### src/rtl/riscv_pkg.sv
// Shared RISC-V constants: opcodes used by the control FSM decoder, the NOP
// word that fills the instruction register at reset, and fetch state encoding.
package riscv_pkg;

  localparam logic [31:0] INSTR_NOP        = 32'h0000_0013;
  localparam logic [31:0] DEFAULT_RESET_PC = 32'h0000_0000;

  localparam logic [6:0] OP_LUI    = 7'b0110111;
  localparam logic [6:0] OP_AUIPC  = 7'b0010111;
  localparam logic [6:0] OP_JAL    = 7'b1101111;
  localparam logic [6:0] OP_JALR   = 7'b1100111;
  localparam logic [6:0] OP_BRANCH = 7'b1100011;
  localparam logic [6:0] OP_LOAD   = 7'b0000011;
  localparam logic [6:0] OP_STORE  = 7'b0100011;
  localparam logic [6:0] OP_IMM    = 7'b0010011;
  localparam logic [6:0] OP_REG    = 7'b0110011;

  typedef enum logic [1:0] {
    FS_IDLE  = 2'd0,
    FS_REQ   = 2'd1,
    FS_WAIT  = 2'd2,
    FS_FAULT = 2'd3
  } fetch_state_e;

endpackage

### src/rtl/instr_fetch_unit.sv
// Instruction fetch: owns PC/OldPC, issues one valid/ready read per FETCH
// request, captures the word into the instruction register, applies PC+4 or redirect.
module instr_fetch_unit
  import riscv_pkg::*;
#(
  parameter int               XLEN     = 32,
  parameter logic [XLEN-1:0]  RESET_PC = DEFAULT_RESET_PC
) (
  input  logic            clk,
  input  logic            reset,
  input  logic            fetch_start,
  input  logic            pc_update,
  input  logic [XLEN-1:0] pc_next,
  output logic            imem_req_valid,
  input  logic            imem_req_ready,
  output logic [XLEN-1:0] imem_req_addr,
  input  logic            imem_rsp_valid,
  input  logic [XLEN-1:0] imem_rsp_data,
  input  logic            imem_rsp_err,
  output logic [XLEN-1:0] instr,
  output logic [6:0]      opcode,
  output logic [XLEN-1:0] pc,
  output logic [XLEN-1:0] old_pc,
  output logic            instr_valid,
  output logic            fetch_busy,
  output logic            fetch_fault
);

  fetch_state_e    state, state_nxt;
  logic            redirect_pending;
  logic [XLEN-1:0] redirect_pc;
  logic            aligned;
  logic            rsp_ok;

  assign aligned = (pc[1:0] == 2'b00);
  assign rsp_ok  = imem_rsp_valid & ~imem_rsp_err;

  always_ff @(posedge clk) begin
    if (!reset) state <= FS_IDLE;
    else        state <= state_nxt;
  end

  always_comb begin
    state_nxt = state;
    case (state)
      FS_IDLE: begin
        // a redirect in the same cycle wins; the fetch request is dropped
        if (!pc_update && fetch_start) state_nxt = aligned ? FS_REQ : FS_FAULT;
      end
      FS_REQ:   if (imem_req_ready) state_nxt = FS_WAIT;
      FS_WAIT:  if (imem_rsp_valid) state_nxt = imem_rsp_err ? FS_FAULT : FS_IDLE;
      FS_FAULT: if (pc_update) state_nxt = FS_IDLE;
      default:  state_nxt = FS_IDLE;
    endcase
  end

  always_ff @(posedge clk) begin
    if (!reset) begin
      pc               <= RESET_PC;
      old_pc           <= RESET_PC;
      instr            <= INSTR_NOP;
      instr_valid      <= 1'b0;
      redirect_pending <= 1'b0;
      redirect_pc      <= RESET_PC;
    end else begin
      case (state)
        FS_IDLE: begin
          if (pc_update) pc <= pc_next;
          else if (fetch_start && aligned) begin
            old_pc      <= pc;
            instr_valid <= 1'b0;
          end
        end
        FS_REQ: begin
          if (pc_update) begin
            redirect_pc      <= pc_next;
            redirect_pending <= 1'b1;
          end
        end
        FS_WAIT: begin
          if (rsp_ok) begin
            // a redirect arriving with the response is the latest one
            instr            <= imem_rsp_data;
            instr_valid      <= 1'b1;
            redirect_pending <= 1'b0;
            if (pc_update)             pc <= pc_next;
            else if (redirect_pending) pc <= redirect_pc;
            else                       pc <= pc + XLEN'(4);
          end else if (pc_update) begin
            redirect_pc      <= pc_next;
            redirect_pending <= 1'b1;
          end
        end
        FS_FAULT: begin
          if (pc_update) begin
            pc               <= pc_next;
            redirect_pending <= 1'b0;
          end
        end
        default: ;
      endcase
    end
  end

  assign imem_req_valid = (state == FS_REQ);
  assign imem_req_addr  = pc;
  assign opcode         = instr[6:0];
  assign fetch_busy     = (state == FS_REQ) | (state == FS_WAIT);
  assign fetch_fault    = (state == FS_FAULT);

endmodule
### config.mk
export PLATFORM = sky130hd
export DESIGN_NAME = instr_fetch_unit
export DESIGN_NICKNAME = d
export VERILOG_FILES = /design/src/rtl/riscv_pkg.sv /design/src/rtl/instr_fetch_unit.sv
export SDC_FILE = /design/constraint.sdc
export NUM_CORES = 1
export LEC_CHECK = 0
export CORE_ASPECT_RATIO = 0.9
export CORE_MARGIN = 3
export CORE_UTILIZATION = 50
export CTS_CLUSTER_DIAMETER = 80
export DETAILED_ROUTE_END_ITERATION = 7
export PLACE_DENSITY = 0.83
export SETUP_SLACK_MARGIN = 0.15
export SYNTH_ARGS = -nofsm -noshare
export SYNTH_HDL_FRONTEND = slang
export SYNTH_SLANG_ARGS = --single-unit
### constraint.sdc
create_clock -name clk -period 6 [get_ports clk]
set_clock_uncertainty 0.1 [all_clocks]
set_input_delay 0.6 -clock clk [delete_from_list [all_inputs] [get_ports clk]]
set_output_delay 0.6 -clock clk [all_outputs]
set_load 0.005 [all_outputs]
==> results of run 1 <==
==> worst max-delay path, stage by stage <==
cell and delay [ns]:
clkdlybuf4s50_1 0.91, buf_4 0.45, nor2_1 0.13, a211o_1 0.71
or3_1 0.54, mux2i_1 0.13, o21a_1 0.11
==> power breakdown <==
group	internal [W]	switching [W]
registers	0.00104	0.000267
logic	0.000631	0.000626
clock network	0.000699	0.000403
total	0.00237	0.00130
==> area by class of cell <==
type	instances	area, sq um
Fill cell	982	3430
Multi-Input combinational cell	569	3250
Sequential cell	132	2640
Timing Repair Buffer	215	2130
Clock buffer	17	425
Clock inverter	15	205
Tap cell	160	200
Inverter	6	22.5
==> cell usage in the layout (no fill, tap or decap), types with 3 or more instances in the layout <==
cell type and n:
inv_1 6, a221oi_1 9, a22oi_1 6, clkdlybuf4s50_1 208
o21ai_1 4, a21boi_1 12, nand2_1 214, xor2_1 5
nor3_1 3, nand3_1 24, inv_6 3, and3_1 9
dfxtp_1 132, clkinv_4 3, xnor2_1 5, a21boi_0 80
o31a_1 4, ha_1 6, o21a_1 4, buf_4 7
nor2_1 23, a31oi_1 3, nand2b_1 7, o22ai_1 3
mux2i_1 3, nand4_1 11, and4_1 3, o21ai_0 33
clkinvlp_4 3, a21oi_1 33, nor3b_1 5, clkbuf_16 17
a211oi_1 5, nor4_1 3, nor2b_1 7, bufinv_16 4
a21o_1 5, o211a_1 4, o211ai_1 7
==> worst max path at each step <==
stage / endpoint / slack, ns / depth (start not counted)
2_1_floorplan: state[1] / 3.96 / 8
3_3_place_gp: imem_req_addr[31] / 2.38 / 7
3_5_place_dp: imem_req_addr[31] / 2.38 / 7
4_1_cts: imem_req_addr[31] / 2.79 / 7
5_1_grt: imem_req_addr[31] / 2.50 / 7
6_report: imem_req_addr[31] / 2.66 / 7
==> kinds of logic (layout without fill, tap and decap cells) <==
| kind of cell | count (synthesis) | in the layout | synth area share |
|---|---|---|---|
| fa+ha+maj | 6 | 6 | 0.0116 |
| mux | 4 | 4 | 0.00641 |
| flops | 132 | 132 | 0.410 |
| xor+xnor | 10 | 10 | 0.0136 |
| simple gates | 323 | 323 | 0.229 |
| compound gates | 226 | 226 | 0.242 |
| buf+inv | 106 | 253 | 0.0866 |
==> metrics by stage <==
| stage | instances | worst slack (ns) | utilization | total power [W] | cell area [sq um] |
|---|---|---|---|---|---|
| detailed placement | 1082 | 2.38 | 0.670 | 0.00255 | 8250 |
| finish | 1114 | 2.66 | 0.722 | 0.00367 | 8880 |
| global route | 1114 | 2.50 | 0.722 | 0.00386 | 8880 |
| CTS | 1114 | 2.79 | 0.722 | 0.00367 | 8880 |
| global placement | 1082 | 2.38 | 0.670 | 0.00253 | 8250 |
| floorplan | 807 | 3.96 | - | 0.00199 | 6440 |
==> state kept, by name, summed over array words and instances (netlist names) <==
name / cells
state: 2
imem_req_addr: 32
old_pc: 32
redirect_pending: 1
redirect_pc: 32
instr: 32
instr_valid: 1
==> per-layer routing <==
layer  up-vias  part of all wire  track usage
met1      2947              0.43        0.365
met4         0             0.020       0.0896
met5         -                 0            0
li1       3010                 -            -
met3        35              0.10       0.0641
met2       356              0.45        0.420
==> metrics.md, run 1 <==
| Metric | Value |
|---|---|
| Max-slew violations | 0 |
| #FFs+latches synth | approximately 130 |
| VDD IR max | 0.328 mV |
| Final Cycle Share | 0.557 |
| CP required | 6.26 ns |
| Crit end category | flip-flop |
| Clock tree buffer depth | 2 |
| Reg2reg end | old_pc[11] |
| CTS tree | built |
| DRT antenna net count | 0 |
| Slew @ Worst Pin | between 1 and 1.5 ns |
| First-pass GRT wire length | 31000 um |
| Synth area leaders | dfxtp_1, nand2_1, a21boi_0 |
| Hold WS | between 0.3 and 0.4 ns |
| DR WL/cell | around 18 um |
| Reg-to-reg slack, setup | 3.24 ns |
| Die Span Y | around 110 um |
| Critical Path AT | roughly 3.6 ns |
| GRT Residual Overflow | 0 |
| Reg2reg start | state[0] |
| R2R depth | 6 |
| Mean Syn Cell Area | ~8 sq um |
| Overall routed net length | approximately 20000 um |
| Pwr dens | between 400 and 500 nW/um^2 |
| Worst-Skew Late Latency | between 0.4 and 0.5 ns |
| Ys async rst share | 0 |
| Syn nets | 884 |
| # diodes | 0 |
| Clock root cell | clkbuf_16 |
| Setup TNS | 0 ns |
| Hold Crit Endpoint | redirect_pc[13] |
| Ys flop type | dfxtp_1 |
| Synth top area share | 0.410 |
| Crit path kind | primary input to flip-flop |
| Fin crit period | ~3.3 ns |
| IO Pins | 210 |
| CTS sink cnt | around 130 |
| Initial antenna violation count | 0 |
| CORE AREA | between 10000 and 15000 sq um |
| Unique cell type count in the Yosys netlist | between 50 and 60 |
| Max-cap violations | 0 |
| Hold Crit Class | flip-flop to flip-flop |
| HPWL after detailed placement | 13200 um |
| Setup Buffers After CTS | 0 |
| Largest net degree at the start of global routing | 76 |
| WHS Path Cells | 2 |
| Post-CTS Hold Fix Bufs | 0 |
| Final setup violation count | 0 |
| Synth Instances | just over 800 |
| Critical path startpoint category | primary input |
| Synth cell count leaders | nand2_1, dfxtp_1, a21boi_0 |
| Post-synthesis sequential area ratio | 0.410 |
| Rows | 38 |
| Slew margin rel. | 0.129 |
| RSZ-0062 raised after global routing | no |
| DRC violations left | 0 |
| Die X-Extent | between 100 and 150 um |
| GR Util All Layers | 0.268 |
| Number of synthesized flops with an enable pin | 0 |
| YS warnings | 0 |
| Number of global-route vias before repair | roughly 5800 |
| Htree depth | 4 |
| Die ar. | between 10000 and 15000 sq um |
| Critical path origin | pc_update |
| Final hold viol count | 0 |
| Layout cells sized above 1 | 0.0545 |
| FMAX | around 300 MHz |
| Vias | roughly 6300 |
| Nets | slightly above 1000 |
| Drt first pass iters | 6 |
| Leakage Power | 3.11 nW |
| CTS Buf Count | 17 |
| Critical Path Fanout Max | 34 |
| Port Buf Inserts | between 200 and 250 |
| CTS clk-pin slew, worst paths | 0.06 ns |
| Run status | finished clean |
| Most numerous cell in the Yosys netlist | nand2_1 |
| Post-Syn Area | ~6400 sq um |
| Syn-to-layout area delta | 37.9% |
| Via/cell ratio | about 5.7 |
| Initial drt markers | a little under 700 |
| Post-synth top area cell | dfxtp_1 |
| Resized Gates After CTS | 0 |
| Routability cong. | between 0.8 and 0.9 |
| Initial core utilization | 0.523 |
| HP Start | redirect_pc[13] |
No activity file was read; power rests on OpenSTA's default activity.
==> run 2: changes to the inputs <==
- CORE_UTILIZATION: 50 -> 42
- PLACE_DENSITY: 0.83 -> 0.74
- clock period: 6 -> 3 ns (I/O delays scaled with it)
==> run 2 against run 1 <==
  * Non-clock buffer count grew 22
  * Worst hold slack worse by 0.052 ns
  * Critical path depth is the same
  * Critical path type is now flip-flop to flip-flop
  * Largest power group is now combinational logic
==> metrics.md, run 2 (synthesized netlist as in run 1, its figures left out) <==
| Metric | Value |
|---|---|
| DR WL met2 | 8620 um |
| HP Start | reset |
| Initial core utilization | 0.433 |
| # diodes | 0 |
| First-pass GRT wire length | between 30000 and 40000 um |
| Setup TNS | 0 ns |
| Layout cells sized above 1 | 0.0727 |
| RSZ-0062 raised after global routing | no |
| DR WL/cell | between 15 and 20 um |
| Number of global-route vias before repair | between 5000 and 6000 |
| Final hold viol count | 0 |
| Reg2reg start | imem_req_addr[2] |
| Drt first pass iters | 6 |
| Metal-1 WL | between 9000 and 10000 um |
| Placement Cell Area | about 8500 sq um |
| Hold Crit Class | primary input to flip-flop |
| Htree depth | 4 |
| Setup Buffers After CTS | 0 |
| Resized Gates After CTS | 0 |
| Pwr dens | approximately 800 nW/um^2 |
| Port Buf Inserts | ~210 |
| Die ar. | 16900 sq um |
| Critical Path AT | roughly 2.7 ns |
| Final setup violation count | 0 |
| Max-slew violations | 0 |
| Tot Pwr | around 0.0073 W |
| Final Cycle Share | 0.828 |
| CTS tree | built |
| IO Pins | 210 |
| Routed wl met3 | about 1800 um |
| Post-CTS Hold Fix Bufs | 0 |
| Vias | between 6000 and 7000 |
| Critical path origin | imem_req_addr[2] |
| Critical path startpoint category | flip-flop |
| CTS sink cnt | between 100 and 150 |
| Routability cong. | between 0.8 and 0.9 |
| CP required | between 3 and 4 ns |
| Nets | 1040 |
| Via/cell ratio | 5.32 |
| Critical Path Fanout Max | 9 |
| Finished Layout Cells | 1174 |
| VDD IR max | approximately 0.46 mV |
| CORE AREA | roughly 15000 sq um |
| Clock root cell | clkbuf_16 |
| DRC violations left | 0 |
| Run status | finished clean |
| Leakage Power | ~3.2 nW |
| Most common cell after layout, fill and taps aside | nand2_1 |
| Largest net degree at the start of global routing | 60 |
| Initial antenna violation count | 0 |
| CTS Buf Count | 17 |
| Clock tree buffer depth | 2 |
| Die X-Extent | between 100 and 150 um |
| FMAX | around 400 MHz |
| DRT antenna net count | 0 |
| Slew margin rel. | 0.482 |
| Commonest cells after routing, fill and taps aside | nand2_1, clkdlybuf4s50_1, dfxtp_1, a21boi_0 |
| HPWL after detailed placement | between 10000 and 15000 um |
| Top Metal Used | met4 |
| GRT Residual Overflow | 0 |
| Syn-to-layout area delta | 40.4% |
| Max-cap violations | 0 |
| GR Util All Layers | 0.231 |
| Fin crit period | between 2 and 2.5 ns |
| Rows | 42 |
| Initial drt markers | 582 |
| Fillers | between 1000 and 1500 |
| Slew @ Worst Pin | a little under 0.8 ns |
| Crit end category | flip-flop |
| Design area | ~9000 sq um |
| Worst-Skew Late Latency | 0.42 ns |
| Die Span Y | ~120 um |
| Crit path kind | flip-flop to flip-flop |
| Overall routed net length | approximately 20000 um |
| Placed cell count | ~1100 |
| CTS clk-pin slew, worst paths | ~0.06 ns |
==> run 2: cell types whose count changed in the layout (fill, tap and decap cells not counted), sizes merged <==
cell      delta
buf         +22
bufinv       -3
clkbuf       +8
clkinvlp     -2
inv          -3
==> run 2: routing by layer <==
metal	global-route usage	up-vias
li1	-	3056
met1	0.338	2852
met2	0.341	312
met3	0.0561	23
met4	0.0592	0
met5	0	-
==> run 2: layout make-up <==
cell class,instances,area [sq um],share of cell area
inverters,6,22.5,0.00249
flip-flops and latches,132,2640,0.292
well taps,198,248,0.0274
clock buffers,25,515,0.0570
clock inverters,7,70.1,0.00774
repair buffers,237,2300,0.254
multi-input cells,569,3250,0.359
==> run 2: worst max-delay path, stage by stage (launching register included) <==
cell,delay (ns)
dfxtp_1,0.53
ha_1,0.27
nand4_1,0.28
nor3_2,0.47
buf_4,0.24
and3_1,0.19
a221oi_1,0.08
o21ai_0,0.23
==> run 2: worst paths after layout <==
check	slack, ns	depth (start not counted)	to
worst min-delay path	0.30	2	old_pc[13]
worst max register to register	0.52	7	imem_req_addr[20]
worst max-delay path	0.52	7	imem_req_addr[20]
worst min register to register	0.35	2	redirect_pc[13]
==> run 2: through the flow <==
stage               hold WS [ns]  setup WS (ns)  utilization
global placement           0.339          0.709        0.569
detailed placement         0.343          0.647        0.569
finish                     0.301          0.515        0.609
global route               0.302          0.311        0.609
CTS                        0.282          0.619        0.609
floorplan                  0.324          0.963            -
==> run 2: power by group <==
part           switching [W]  internal, W  leakage (nW)  total, W
Combinational        0.00137      0.00137          1.85   0.00275
Sequential          0.000447      0.00209          1.07   0.00253
Clock               0.000751      0.00127         0.289   0.00202
Total                0.00257      0.00473          3.21   0.00730
==> run 3: changes to the inputs <==
- CORE_UTILIZATION: 42 -> 47
- PLACE_DENSITY: 0.74 -> 0.78
- clock period: 3 -> 2.4 ns (I/O delays scaled with it)
==> run 3 against run 2 <==
  * Register-to-register slack got worse by 0.25 ns
  * Global-route usage increased by 3.1 points
  * Clock power increased by 41%
  * Die area decreased by 10%
  * Core utilization increased by 9.9 points
  * Combinational power increased by 36%
  * Count of clock-buffer cells in the layout decreased by 4
  * Design area increased by 1.8%
  * Routed wire length increased by 1.1%
  * Via count increased by 1.2%
  * Power increased by 33%
  * Worst hold slack got worse by 0.092 ns
==> metrics.md, run 3 (synthesized netlist as in run 1, its figures left out) <==
| Metric | Value |
|---|---|
| CP required | a little over 2 ns |
| Nets | 1051 |
| Critical path startpoint category | flip-flop |
| Hold Crit Class | primary input to flip-flop |
| Via/cell ratio | approximately 5.5 |
| Critical Path Fanout Max | 7 |
| Max-slew violations | 0 |
| First-pass GRT wire length | just over 30000 um |
| Commonest cells after routing, fill and taps aside | nand2_1, clkdlybuf4s50_1, dfxtp_1, a21boi_0, buf_4 |
| Max-cap violations | 0 |
| Crit end category | output pin |
| CORE AREA | about 13000 sq um |
| GR Util All Layers | 0.262 |
| Final WS setup | between 0.2 and 0.25 ns |
| Initial antenna violation count | 0 |
| Setup Buffers After CTS | 0 |
| Pwr dens | between 1000 and 1500 nW/um^2 |
| Critical path origin | state[0] |
| VDD IR max | approximately 0.63 mV |
| Crit path kind | flip-flop to output pin |
| Final setup violation count | 0 |
| CTS Buf Count | 17 |
| Routability cong. | ~0.84 |
| Final hold viol count | 0 |
| Final Cycle Share | 0.904 |
| Die Span Y | around 120 um |
| CTS tree | built |
| Number of global-route vias before repair | 5711 |
| Post-CTS Hold Fix Bufs | 0 |
| CTS sink cnt | 132 |
| Setup crit end | fetch_busy |
| Critical Path AT | around 1.8 ns |
| GRT Residual Overflow | 0 |
| DRC violations left | 0 |
| Drt first pass iters | 6 |
| DR WL/cell | 17.5 um |
| Die ar. | 15200 sq um |
| Fin crit period | roughly 2.2 ns |
| Dpl ws | ~0.13 ns |
| FMAX | 461 MHz |
| # diodes | 0 |
| Worst-Skew Late Latency | between 0.4 and 0.5 ns |
| Initial core utilization | 0.495 |
| R2R depth | 7 |
| DRT antenna net count | 0 |
| Slew @ Worst Pin | between 0.6 and 0.7 ns |
| HPWL after detailed placement | 14000 um |
| Clock tree buffer depth | 2 |
| Tot Pwr | roughly 0.0097 W |
| Syn-to-layout area delta | 42.9% |
| Most common cell after layout, fill and taps aside | nand2_1 |
| Die X-Extent | 129 um |
| Layout cells sized above 1 | 0.0872 |
| Vias | between 6000 and 7000 |
| IO Pins | 210 |
| Initial drt markers | 670 |
| Port Buf Inserts | between 200 and 250 |
| Reg2reg end | imem_req_addr[30] |
| Reg-to-reg slack, setup | between 0.2 and 0.3 ns |
| Leakage Power | 3.33 nW |
| Clock root cell | clkbuf_16 |
| HP Start | reset |
| Rows | 39 |
| Run status | finished clean |
| Slew margin rel. | 0.597 |
| Reg2reg start | state[0] |
| Largest net degree at the start of global routing | between 50 and 60 |
| Setup TNS | 0 ns |
| Overall routed net length | 20100 um |
| RSZ-0062 raised after global routing | no |
| Htree depth | 4 |
| CTS clk-pin slew, worst paths | around 0.06 ns |
[run 3: worst min path at each step]
stage                            to  slack [ns]  cells after the start
global route             old_pc[13]        0.23                      2
global placement    redirect_pc[14]        0.34                      2
floorplan                  instr[0]        0.26                      2
detailed placement  redirect_pc[13]        0.35                      2
CTS                       old_pc[5]        0.20                      2
finish                   old_pc[16]        0.21                      2
[run 3: where the power goes]
part | leakage, nW | switching, W | internal (W) | total [W]
Combinational | 1.94 | 0.00188 | 0.00187 | 0.00375
Clock | 0.319 | 0.000944 | 0.00191 | 0.00285
Sequential | 1.07 | 0.000474 | 0.00261 | 0.00308
Total | 3.33 | 0.00330 | 0.00639 | 0.00968
[run 3: routing by layer]
| layer | vias to the layer above | share of wire | global-route usage |
|---|---|---|---|
| li1 | 3075 | - | - |
| met1 | 2934 | 0.46 | 0.379 |
| met2 | 293 | 0.44 | 0.388 |
| met3 | 15 | 0.094 | 0.0749 |
| met4 | 0 | 0.0065 | 0.0637 |
| met5 | - | 0 | 0 |
[run 3: stage by stage]
step	cell area, sq um	cells	hold slack (ns)	utilization
after floorplan	6440	807	0.264	-
after global placement	8540	1119	0.340	0.656
after detailed placement	8540	1119	0.346	0.656
after CTS	9190	1150	0.204	0.705
after global routing	9210	1150	0.228	0.707
final	9210	1150	0.208	0.707
[run 3: worst max-delay path, stage by stage, from the launching register on]
cell and delay [ns]:
dfxtp_1 0.37, inv_1 0.10, ha_2 0.39, clkdlybuf4s50_1 0.54
[run 3: timing repair]
| item | 4_1_cts | 5_1_grt |
|---|---|---|
| resized for setup | 0 | 5 |
| setup endpoints to repair | 0 | 30 |
| endpoints found under the hold margin | 0 | 0 |
[run 3: layout make-up]
cell class,instances,area [sq um]
clock buffers,21,470
fillers,1054,3820
repair buffers,248,2420
clock inverters,10,178
inverters,6,22.5
multi-input cells,569,3270
flip-flops and latches,132,2640
well taps,164,205
